===== src/rtl/carry_lookahead_adder_3op_pipe_pkg.sv =====
// Shared types and helpers for the pipelined three-operand adder.
// The CSA helper works per bit, so callers loop it over any operand width.
package adder_pkg;

    localparam int RES_EXTRA         = 2;
    localparam int DEFAULT_WIDTH     = 16;
    localparam int DEFAULT_RES_WIDTH = DEFAULT_WIDTH + RES_EXTRA;

    typedef struct packed {
        logic g;
        logic p;
    } cla_gp_t;

    // Returns {carry, sum} of a 3:2 compressor.
    function automatic logic [1:0] csa32(input logic a, input logic b, input logic c);
        return {(a & b) | (a & c) | (b & c), a ^ b ^ c};
    endfunction

endpackage


===== src/rtl/carry_lookahead_adder_3op_pipe_if.sv =====
// Operand/result handshake bundle for the three-operand adder.
interface carry_lookahead_adder_3op_pipe_if #(
    parameter int WIDTH = 16
);
    logic             in_valid;
    logic             in_ready;
    logic [WIDTH-1:0] in1;
    logic [WIDTH-1:0] in2;
    logic [WIDTH-1:0] in3;
    logic             cin;
    logic             out_valid;
    logic             out_ready;
    logic [WIDTH-1:0] sum;
    logic             cout_1;
    logic             cout_2;

    modport master (
        output in_valid, in1, in2, in3, cin, out_ready,
        input  in_ready, out_valid, sum, cout_1, cout_2
    );

    modport slave (
        input  in_valid, in1, in2, in3, cin, out_ready,
        output in_ready, out_valid, sum, cout_1, cout_2
    );
endinterface


===== src/rtl/carry_lookahead_adder_3op_pipe_cla.sv =====
// Combinational carry-lookahead adder: lookahead inside each CLA_BLOCK group,
// ripple of group carries between groups. A short last group is allowed.
module carry_lookahead_adder_nbits
    import adder_pkg::*;
#(
    parameter int WIDTH     = 18,
    parameter int CLA_BLOCK = 4
) (
    input  logic [WIDTH-1:0] a_i,
    input  logic [WIDTH-1:0] b_i,
    input  logic             cin_i,
    output logic [WIDTH-1:0] sum_o
);
    localparam int NG = (WIDTH + CLA_BLOCK - 1) / CLA_BLOCK;

    logic [WIDTH-1:0] g;
    logic [WIDTH-1:0] p;
    logic [WIDTH-1:0] c;
    logic [NG-1:0]    gcin;
    cla_gp_t          acc;

    always_comb begin
        g       = a_i & b_i;
        p       = a_i ^ b_i;
        c       = '0;
        gcin    = '0;
        gcin[0] = cin_i;
        acc     = '{g: 1'b0, p: 1'b1};
        for (int gi = 0; gi < NG; gi++) begin
            acc = '{g: 1'b0, p: 1'b1};
            for (int j = 0; j < CLA_BLOCK; j++) begin
                if (gi * CLA_BLOCK + j < WIDTH) begin
                    // acc holds the prefix G/P of the bits below this one in the group
                    c[gi*CLA_BLOCK+j] = acc.g | (acc.p & gcin[gi]);
                    acc.g = g[gi*CLA_BLOCK+j] | (p[gi*CLA_BLOCK+j] & acc.g);
                    acc.p = acc.p & p[gi*CLA_BLOCK+j];
                end
            end
            if (gi < NG - 1) begin
                gcin[gi+1] = acc.g | (acc.p & gcin[gi]);
            end
        end
        sum_o = p ^ c;
    end

endmodule


===== src/rtl/carry_lookahead_adder_3op_pipe.sv =====
// Two-stage in1+in2+in3+cin adder: 3:2 CSA into S1, CLA into S2, valid/ready
// flow control at full throughput without a skid buffer.
module carry_lookahead_adder_3op_pipe
    import adder_pkg::*;
#(
    parameter int WIDTH     = 16,
    parameter int CLA_BLOCK = 4
) (
    input  logic                          clk,
    input  logic                          rst,
    carry_lookahead_adder_3op_pipe_if.slave bus
);
    localparam int RW = WIDTH + RES_EXTRA;

    logic             s1_adv;
    logic             s2_adv;
    logic             s1_valid_q;
    logic             s2_valid_q;
    logic [WIDTH-1:0] s1_s_d;
    logic [WIDTH-1:0] s1_c_d;
    logic [WIDTH-1:0] s1_s_q;
    logic [WIDTH-1:0] s1_c_q;
    logic             s1_cin_q;
    logic [RW-1:0]    res_d;
    logic [RW-1:0]    res_q;

    assign s2_adv       = !s2_valid_q || bus.out_ready;
    assign s1_adv       = !s1_valid_q || s2_adv;
    assign bus.in_ready = s1_adv;

    always_comb begin
        s1_s_d = '0;
        s1_c_d = '0;
        for (int i = 0; i < WIDTH; i++) begin
            {s1_c_d[i], s1_s_d[i]} = csa32(bus.in1[i], bus.in2[i], bus.in3[i]);
        end
    end

    // Carry vector has weight 2, so it enters the final adder shifted up one bit.
    carry_lookahead_adder_nbits #(
        .WIDTH     (RW),
        .CLA_BLOCK (CLA_BLOCK)
    ) u_cla (
        .a_i   ({2'b00, s1_s_q}),
        .b_i   ({1'b0, s1_c_q, 1'b0}),
        .cin_i (s1_cin_q),
        .sum_o (res_d)
    );

    always_ff @(posedge clk) begin
        if (rst) begin
            s1_valid_q <= 1'b0;
            s2_valid_q <= 1'b0;
            s1_s_q     <= '0;
            s1_c_q     <= '0;
            s1_cin_q   <= 1'b0;
            res_q      <= '0;
        end else begin
            if (s1_adv) begin
                s1_valid_q <= bus.in_valid;
                if (bus.in_valid) begin
                    s1_s_q   <= s1_s_d;
                    s1_c_q   <= s1_c_d;
                    s1_cin_q <= bus.cin;
                end
            end
            if (s2_adv) begin
                s2_valid_q <= s1_valid_q;
                if (s1_valid_q) begin
                    res_q <= res_d;
                end
            end
        end
    end

    assign bus.out_valid = s2_valid_q;
    assign bus.sum       = res_q[WIDTH-1:0];
    assign bus.cout_1    = res_q[WIDTH];
    assign bus.cout_2    = res_q[WIDTH+1];

endmodule


===== src/flat_wrapper.sv =====
// flat-port wrapper written by rule: the top's interface ports become plain ports
module carry_lookahead_adder_3op_pipe_flat import adder_pkg::*;
#(
    parameter int WIDTH     = 16,
    parameter int CLA_BLOCK = 4
)
  (clk, rst, bus_in_valid, bus_in1, bus_in2, bus_in3, bus_cin, bus_out_ready, bus_in_ready, bus_out_valid, bus_sum, bus_cout_1, bus_cout_2);
  carry_lookahead_adder_3op_pipe_if #(.WIDTH(WIDTH)) bus_i ();
  input  logic clk;
  input  logic rst;
  input wire logic [$bits(bus_i.in_valid)-1:0] bus_in_valid;
  input wire logic [$bits(bus_i.in1)-1:0] bus_in1;
  input wire logic [$bits(bus_i.in2)-1:0] bus_in2;
  input wire logic [$bits(bus_i.in3)-1:0] bus_in3;
  input wire logic [$bits(bus_i.cin)-1:0] bus_cin;
  input wire logic [$bits(bus_i.out_ready)-1:0] bus_out_ready;
  output wire logic [$bits(bus_i.in_ready)-1:0] bus_in_ready;
  output wire logic [$bits(bus_i.out_valid)-1:0] bus_out_valid;
  output wire logic [$bits(bus_i.sum)-1:0] bus_sum;
  output wire logic [$bits(bus_i.cout_1)-1:0] bus_cout_1;
  output wire logic [$bits(bus_i.cout_2)-1:0] bus_cout_2;
  assign bus_i.in_valid = bus_in_valid;
  assign bus_i.in1 = bus_in1;
  assign bus_i.in2 = bus_in2;
  assign bus_i.in3 = bus_in3;
  assign bus_i.cin = bus_cin;
  assign bus_i.out_ready = bus_out_ready;
  assign bus_in_ready = bus_i.in_ready;
  assign bus_out_valid = bus_i.out_valid;
  assign bus_sum = bus_i.sum;
  assign bus_cout_1 = bus_i.cout_1;
  assign bus_cout_2 = bus_i.cout_2;
  carry_lookahead_adder_3op_pipe #(.WIDTH(WIDTH), .CLA_BLOCK(CLA_BLOCK)) u_core (.clk(clk), .rst(rst), .bus(bus_i));
endmodule

===== config.mk =====
export PLATFORM = sky130hd
export DESIGN_NAME = carry_lookahead_adder_3op_pipe_flat
export DESIGN_NICKNAME = d
export VERILOG_FILES = /design/src/rtl/carry_lookahead_adder_3op_pipe_pkg.sv /design/src/rtl/carry_lookahead_adder_3op_pipe_if.sv /design/src/rtl/carry_lookahead_adder_3op_pipe_cla.sv /design/src/rtl/carry_lookahead_adder_3op_pipe.sv /design/src/flat_wrapper.sv
export SDC_FILE = /design/constraint.sdc
export NUM_CORES = 1
export LEC_CHECK = 0
export BUFFER_PORTS_ARGS = -buffer_cell sky130_fd_sc_hd__buf_2
export CORE_ASPECT_RATIO = 1.2
export CORE_MARGIN = 2
export CORE_UTILIZATION = 48
export DETAILED_ROUTE_END_ITERATION = 7
export PLACE_DENSITY = 0.75
export SYNTH_ARGS = -nofsm -noshare
export SYNTH_HDL_FRONTEND = slang
export SYNTH_SLANG_ARGS = --single-unit
export TNS_END_PERCENT = 5

===== constraint.sdc =====
create_clock -name clk -period 2.25 [get_ports clk]
set_input_delay 0.1125 -clock clk [delete_from_list [all_inputs] [get_ports clk]]
set_output_delay 0.1125 -clock clk [all_outputs]
set_load 0.02 [all_outputs]

==> results of run 1 <==
[worst min-delay path, stage by stage]
cell and delay (ns):
buf_2 0.09, nand2_1 0.05, a21oi_1 0.05
[how the worst max path moves through the flow]
stage	from	endpoint	slack, ns
4_1_cts	u_core.s1_c_q[0]$_SDFFE_PP0P_	u_core.res_q[13]$_SDFFE_PP0P_	-0.03
6_report	u_core.s1_c_q[7]$_SDFFE_PP0P_	u_core.res_q[12]$_SDFFE_PP0P_	0.01
3_3_place_gp	u_core.s1_c_q[0]$_SDFFE_PP0P_	u_core.res_q[9]$_SDFFE_PP0P_	-0.008
5_1_grt	u_core.s1_c_q[7]$_SDFFE_PP0P_	u_core.res_q[12]$_SDFFE_PP0P_	-0.12
3_5_place_dp	u_core.s1_c_q[0]$_SDFFE_PP0P_	u_core.res_q[9]$_SDFFE_PP0P_	-0.06
2_1_floorplan	u_core.s1_c_q[0]$_SDFFE_PP0P_	u_core.res_q[12]$_SDFFE_PP0P_	0.004
[placed cells by master, fill, tap and decap left out, types with 5 or more instances in the layout]
master | netlist | final
a211oi_1 | 5 | 5
nand2_1 | 93 | 92
buf_4 | 0 | 16
dfxtp_2 | 0 | 6
clkbuf_8 | 0 | 6
inv_1 | 7 | 7
fa_1 | 19 | 18
buf_2 | 2 | 72
ha_1 | 17 | 12
dfxtp_1 | 53 | 47
a21oi_1 | 51 | 49
nor2_1 | 9 | 9
xnor2_1 | 6 | 6
[final cells by class]
cell class	instances	area [um^2]
multi-input cells	245	1730
fillers	496	2170
clock buffers	7	86.3
flip-flops and latches	53	1070
repair buffers	88	480
well taps	80	100
inverters	7	26.3
[state kept, by name, indices dropped and copies added, names as in the netlist]
name and count:
u_core.s1_c_q 16, u_core.s1_s_q 16, u_core.s1_valid_q 1, u_core.bus.out_valid 1
u_core.res_q 18, u_core.s1_cin_q 1
[timing repair]
item,in CTS,in global routing
hold buffers,0,0
pin swaps,5,11
gates resized for setup,4,13
cloned,0,0
setup endpoints to repair,4,6
setup buffers,0,2
[logic make-up (layout without fill, tap and decap cells)]
group / after synthesis / after routing / synth area share (%)
and+or+nand+nor: 126 / 126 / 19.2
AOI/OAI and AO/OA: 76 / 76 / 16.8
DFF: 53 / 53 / 37.5
adders and majority gates: 36 / 36 / 21.0
buffers and inverters: 24 / 102 / 3.27
xor gates and xnor gates: 6 / 6 / 1.86
muxes: 1 / 1 / 0.354
[metrics by stage]
stage                     instance area [um^2]  util, %
after global routing                      3500     61.7
after global placement                    3330     58.8
after detailed placement                  3330     58.8
after CTS                                 3440     60.7
final                                     3500     61.7
after floorplan                           2830        -
[layer usage]
layer	wire length [um]	vias up	GRT usage, %
met5	0	-	0
met4	78	0	6.28
met3	229	4	4.03
met2	3090	56	35.1
met1	2700	1163	22.9
li1	-	1240	-
[report_power, final]
group / total (W) / internal [W] / switching, W
sequential: 0.00104 / 0.00100 / 0.0000423
clock: 0.000536 / 0.000245 / 0.000291
combinational: 0.000434 / 0.000196 / 0.000238
==> parameters.txt, run 1 <==
Parameter                              Value

Clocking
  Root buffer cell    clkbuf_8
  Clock tree from TritonCTS    built
  Number of buffers inserted during clock tree synthesis    5
  Maximum clock insertion buffer count    2
  Num Clock Sinks    53
  Depth of the CTS H-tree    2
  Clock Pin Slew Worst Setup and Hold Paths    ~0.090 ns
  Skew-Pair Late Insertion Delay    about 0.30 ns

Worst setup path
  Worst flop-to-flop path startpoint    u_core.s1_c_q[7]$_SDFFE_PP0P_
  Critical path buffers and inverters    0
  Worst reg-to-reg path cell count    9
  Crit-path max cell delay    0.41 ns
  Most common cell type on the critical path    a21oi_2
  Element type at the critical path end    register
  Cell type of the slowest stage on the worst timing path    fa_1
  Critical Path Source Type    register
  R2R Setup Slk    0.01 ns
  Type of the worst setup path    reg2reg
  Crit path depth    9
  Kind of cell adding the most delay to the critical path    compound AO/OA/AOI/OAI gates
  Series of cell instances along the critical path    ha_1 -> or2_2 -> a21oi_2 -> a21oi_2 -> o21ai_4 -> nand2_2 -> a21oi_2 -> fa_1 -> a211oi_1
  Arrival time at the worst endpoint    2.46 ns
  Endpoint of the lowest-slack register-to-register path    u_core.res_q[12]$_SDFFE_PP0P_
  Worst path required time    2.47 ns
  Peak fanout along the critical path    4

Job
  Count of max-cap constraint violations    0

Pwr
  Leakage    1.56 nW
  Maximum VDD drop    0.317 mV
  Cell Pwr Density    576 nW/um^2
  Total design power    0.00201 W

Timing
  Fin. max-slew vios    0
  Post-route minimum period    2.24 ns
  Max Freq    447 MHz
  Final setup margin    ~0.014 ns
  Final hold viol count    0
  Post-route fraction of the period consumed by the critical path    99.4%
  RSZ-0062 raised after global routing    yes
  Hold Slack    roughly 0.044 ns
  Clk_skew    0.00254 ns
  Fin Setup TNS    0 ns
  Worst max-slew margin expressed relative to the limit    between 20 and 25%
  Worst Tran Pin Value    around 1.1 ns
  Final-report setup violation count    0

Die
  Starting Density    around half
  Die Width    between 70 and 80 um
  Total core area    5670 um^2
  Core Rows    30
  Total I/O pin count    73
  Chip Height    88.1 um
  Total Die Area    6530 um^2

Hold path
  Cell count of the worst hold path    3
  Class of the worst hold path    in2reg
  Hold endpoint    u_core.s1_cin_q$_SDFFE_PP0P_
  HP Start    bus_cin

Place
  Placed cells    471
  Buffers on Ports    just over 70
  Post-Place Worst Slack    -0.0575 ns
  Final Wtd Congestion    0.848
  Detailed-placement wirelength estimate    4.60 mm

GRT
  Largest net degree at the start of global routing    34
  Total GRT Usage    19.5%
  Overall overflow remaining after global route    0
  Initial antenna violation count    0
  Number of global-route vias before repair    2333
  First-pass GRT wire length    a little under 10 mm

Routing
  Pre-Repair DR Iteration Count    4
  Drt initial violations    163
  Post-route DRC    0
  Total via count in the routed design    2463
  Number of vias per cell after detailed routing    just over 5
  Per-cell routed wire length    around 13 um
  Post-route antenna net violation count    0
  Total wirelength of the detailed-routed design    6.10 mm

Synthesis
  Top cell types by occurrence after synthesis    93 x nand2_1, 53 x dfxtp_1, 51 x a21oi_1
  Mapped cell area    between 2000 and 3000 um^2
  FF+latch count, synth    53
  Post-synth net total    411
  Synth cell types    41
  Most area-consuming cells after synthesis    dfxtp_1 37%, fa_1 13%, nand2_1 12%
  Synthesized instance count    approximately 320
  Fraction of synthesized cell area taken by the top area cell type    37.5%
  Post-synth EDFFs    0
  Synth warn    0
  Mean cell area of the mapped netlist    8.79 um^2
  Ys async rst share    0%
  Largest area contributor in the netlist    dfxtp_1
  Most numerous cell in the Yosys netlist    nand2_1
  Most used flip-flop cell after synthesis    dfxtp_1
  Sequential cell area fraction in the yosys report    a little under two fifths

Status
  Run status    complete, no violations

Final layout
  Cell Count, Final, Fillers Out    480
  Fraction of final layout cells with drive strength greater than 1    between 20% and 30%
  Signed area change from the synthesized netlist to the final layout    23.5%
  Nets    489
  # diodes    0
Note: power is estimated with default switching activity, not from simulation.
==> inputs of run 2 (changes only) <==
--- a/config.mk
+++ b/config.mk
@@ -5,12 +5,14 @@
 export SDC_FILE = /design/constraint.sdc
 export NUM_CORES = 1
 export LEC_CHECK = 0
+export ABC_AREA = 1
 export BUFFER_PORTS_ARGS = -buffer_cell sky130_fd_sc_hd__buf_2
 export CORE_ASPECT_RATIO = 1.2
 export CORE_MARGIN = 2
 export CORE_UTILIZATION = 48
 export DETAILED_ROUTE_END_ITERATION = 7
-export PLACE_DENSITY = 0.75
+export PLACE_DENSITY = 0.76
+export REMOVE_ABC_BUFFERS = 1
 export SYNTH_ARGS = -nofsm -noshare
 export SYNTH_HDL_FRONTEND = slang
 export SYNTH_SLANG_ARGS = --single-unit
==> run 2 against run 1 <==
  * Non-clock buffer count is 13 lower
  * Power is 9.7% higher
  * Synthesized area is 1.6% lower
  * Core utilization is 2.1 points lower
  * Hold slack better by 0.026 ns
  * Clock power is 23% higher
  * Sequential share of layout area is 1.2 points higher
  * Clock-buffer cell count stayed put
  * Die area is 1.5% lower
  * Combinational power is 11% higher
  * Synthesized cell count is 2.5% higher
  * Largest power group unchanged
==> parameters.txt, run 2 <==
Parameter                              Value

Place
  Placed Area    3190 um^2 (-4.4%)
  Buffers on Ports    72 (unchanged)
  Final Wtd Congestion    0.801 (-5.5%)
  Detailed-placement wirelength estimate    4.10 mm (-11%)

Clocking
  Root buffer cell    clkbuf_8
  Depth of the CTS H-tree    2 (unchanged)
  Hold buffer count at CTS    0 (unchanged)
  Clock Pin Slew Worst Setup and Hold Paths    0.09 ns (about the same)
  Skew-Pair Late Insertion Delay    0.31 ns (about the same)
  Clock tree from TritonCTS    built
  Number of buffers inserted during clock tree synthesis    5 (unchanged)
  Num Clock Sinks    53 (unchanged)
  Maximum clock insertion buffer count    2 (unchanged)

Synthesis
  Synthesized instance count    330 (+2.5%)
  Synth cell types    26 (-37%)
  Most area-consuming cells after synthesis    dfxtp_1 38%, fa_1 14%, nor2_1 11%
  Post-synth EDFFs    0 (unchanged)
  Ys async rst share    0% (unchanged)
  Most used flip-flop cell after synthesis    dfxtp_1
  Mapped cell area    2790 um^2 (-1.6%)
  Top cell types by occurrence after synthesis    79 x nor2_1, 53 x dfxtp_1, 44 x o21ai_0
  Mean cell area of the mapped netlist    8.44 um^2 (-4.0%)
  Fraction of synthesized cell area taken by the top area cell type    38.1% (+0.61 points)
  Most numerous cell in the Yosys netlist    nor2_1
  Sequential cell area fraction in the yosys report    38.1% (+0.61 points)
  Largest area contributor in the netlist    dfxtp_1
  Synth warn    0 (unchanged)
  FF+latch count, synth    53 (unchanged)

Worst setup path
  Element type at the critical path end    register
  Critical path buffers and inverters    0 (unchanged)
  Worst path required time    2.45 ns (-0.02 ns)
  Most common cell type on the critical path    nand2_2
  Cell type of the slowest stage on the worst timing path    dfxtp_2
  Critical Path Source Type    register
  Series of cell instances along the critical path    ha_4 -> nand2_1 -> nand2_1 -> nand2_1 -> nand2_1 -> a21oi_2 -> nand2_2 -> nand2_2 -> nand2_2 -> nand2_2 -> nand2_2 -> a21o_1 -> ha_1 -> o21ai_0 -> nor2_1
  Worst reg-to-reg path cell count    15 (+6)
  Arrival time at the worst endpoint    2.36 ns (-0.10 ns)
  Kind of cell adding the most delay to the critical path    simple AND/OR/NAND/NOR gates
  Type of the worst setup path    reg2reg
  Worst flop-to-flop path startpoint    u_core.s1_c_q[4]$_SDFFE_PP0P_
  Startpoint of the worst setup timing path    u_core.s1_c_q[4]$_SDFFE_PP0P_
  Peak fanout along the critical path    4 (unchanged)
  Crit path depth    15 (+6)
  Crit-path max cell delay    0.35 ns (-0.06 ns)

Final layout
  Most common cell after layout, fill and taps aside    nor2_1
  Final instance area    3360 um^2 (-4.0%)
  Flip-flop count of the largest register after layout    18 (unchanged)
  Commonest non-fill, non-tap cells in the layout    79 x nor2_1, 72 x buf_2, 50 x dfxtp_1, 44 x o21ai_0, 23 x nand2_1
  Combined area of the multi-input logic cells    1640 um^2 (-5.6%)
  Final Core Density    59.6% (-2.1 points)
  Top Registers    u_core.res_q (18), u_core.s1_c_q (16), u_core.s1_s_q (16)
  Most flop-heavy register    u_core.res_q
  Fraction of final layout cells with drive strength greater than 1    26.8% (-2.9 points)
  # diodes    0 (unchanged)
  Storage cell area    1060 um^2 (-0.35%)
  Signed area change from the synthesized netlist to the final layout    20.5%
  Nets    487 (-0.41%)
  Fill cell instance count of the final layout    496 (unchanged)

Hold path
  HP Start    bus_cin
  Class of the worst hold path    in2reg
  Cell count of the worst hold path    3 (unchanged)

Routing
  Total wirelength of the detailed-routed design    5.71 mm (-6.4%)
  Post-route antenna net violation count    0 (unchanged)
  Total via count in the routed design    2382 (-3.3%)
  Drt initial violations    154 (-5.5%)
  Post-route DRC    0 (unchanged)
  Per-cell routed wire length    12.3 um (-3.0%)
  Number of vias per cell after detailed routing    5.14 (+0.26%)
  Pre-Repair DR Iteration Count    4 (unchanged)

Pwr
  Proportion of power drawn by flip-flops and latches    48.3% (-3.6 points)
  Leakage    1.63 nW (+4.3%)
  Switching Fraction    28.3% (-0.033 points)
  Total internal power    0.00158 W (+9.8%)
  Combinational group share of total power    21.8% (+0.3 points)
  Cell Pwr Density    659 nW/um^2 (+14%)
  Maximum VDD drop    0.266 mV (-16%)
  Clock network fraction of total power    29.9% (+3.3 points)
  Switching pwr    0.000626 W (+9.6%)

Timing
  Final hold viol count    0 (unchanged)
  Worst Tran Pin Value    0.916 ns (-0.210 ns)
  Final-report setup violation count    0 (unchanged)
  Max Freq    464 MHz (+3.7%)
  Post-route fraction of the period consumed by the critical path    95.9% (-3.5 points)
  Worst max-slew margin expressed relative to the limit    38.9% (+14 points)
  Fin. max-slew vios    0 (unchanged)
  Clk_skew    0.0122 ns (+0.00967 ns)
  RSZ-0062 raised after global routing    yes
  Post-route minimum period    2.16 ns (-0.0789 ns)

Die
  Chip Height    87.4 um (-0.76%)
  Total I/O pin count    73 (unchanged)
  Total Die Area    6430 um^2 (-1.5%)
  Core Rows    30 (unchanged)
  Die Width    73.5 um (-0.76%)
  Starting Density    49.5% (-0.47 points)
  Total core area    5630 um^2 (-0.66%)

GRT
  Overall overflow remaining after global route    0 (unchanged)
  First-pass GRT wire length    9.85 mm (-0.96%)
  Total GRT Usage    19.5% (about the same)
  Number of global-route vias before repair    2355 (+0.94%)
  Initial antenna violation count    0 (unchanged)
  Largest net degree at the start of global routing    39 (+15%)

Job
  Count of max-cap constraint violations    0 (unchanged)

Status
  Run status    complete, no violations
run 2: cell types whose count changed after synthesis, moves of 5 or more:
cell      delta
clkbuf_1     -7
inv_1       +12
a21oi_1     -35
o21ai_0     +41
buf_2        +6
nand2_2      +9
xor2_1       +5
nand2_1     -70
nor2_1      +70
a211oi_1     -5
o21ai_1      +5
run 2: worst reg2reg max path: cells and delay by family, from the launching register on:
kind                       cells  cell delay [ns]
and+or+nand+nor               10             0.72
AOI/OAI and AO/OA              3             0.48
DFF                            1             0.35
adders and majority gates      2             0.52
run 2: power groups by stage:
stage / combinational, W / clock (W) / sequential (W)
4_1_cts: 0.000472 / 0.000676 / 0.00106
5_1_grt: 0.000558 / 0.000723 / 0.00108
6_report: 0.000482 / 0.000661 / 0.00107
2_1_floorplan: 0.000276 / 0 / 0.00111
3_5_place_dp: 0.000466 / 0 / 0.00108
3_3_place_gp: 0.000453 / 0 / 0.00108
run 2: repair_timing:
| item | in CTS | in global routing |
|---|---|---|
| resized for setup | 0 | 7 |
| setup endpoints to repair | 0 | 3 |
| buffers inserted | 0 | 0 |
run 2: stage by stage:
step / instances / setup TNS [ns] / hold slack, ns / total power (W) / setup slack, ns
after floorplan: 316 / 0 / 0.175 / 0.00138 / 0.139
after global placement: 455 / 0 / 0.374 / 0.00153 / 0.166
after detailed placement: 455 / 0 / 0.389 / 0.00155 / 0.0762
after CTS: 463 / 0 / 0.0652 / 0.00221 / 0.0271
after global routing: 463 / -0.0197 / 0.0775 / 0.00236 / -0.0185
final: 463 / 0 / 0.0697 / 0.00221 / 0.0932
run 2: per-layer routing:
layer  part of all wire, %  track usage (%)  up-vias
li1                      -                -     1207
met1                    42             22.4     1104
met2                    52             34.7       60
met3                   3.9             3.94       11
met4                   2.0             8.10        0
met5                     0                0        -
run 2: cell families after synthesis:
group / synth area share (%)
fa+ha+maj: 21.3
simple gates: 18.3
flops: 38.1
compound gates: 14.9
xor+xnor: 2.52
buf+inv: 4.94
run 2: layout make-up:
cell class                 instances  share of cell area (%)
inverter                          20                    2.24
multi-input combinational        243                    48.8
clock buffer                       7                    2.57
clock inverter                     1                   0.895
sequential                        53                    31.7
tap                               64                    2.39
timing repair buffer              75                    11.4
run 2: worst paths after layout:
check / to / slack [ns]
worst max register to register: u_core.res_q[16]$_SDFFE_PP0P_ / 0.09
worst max-delay path: u_core.res_q[16]$_SDFFE_PP0P_ / 0.09
worst min-delay path: u_core.s1_cin_q$_SDFFE_PP0P_ / 0.07
worst min register to register: u_core.res_q[14]$_SDFFE_PP0P_ / 0.48
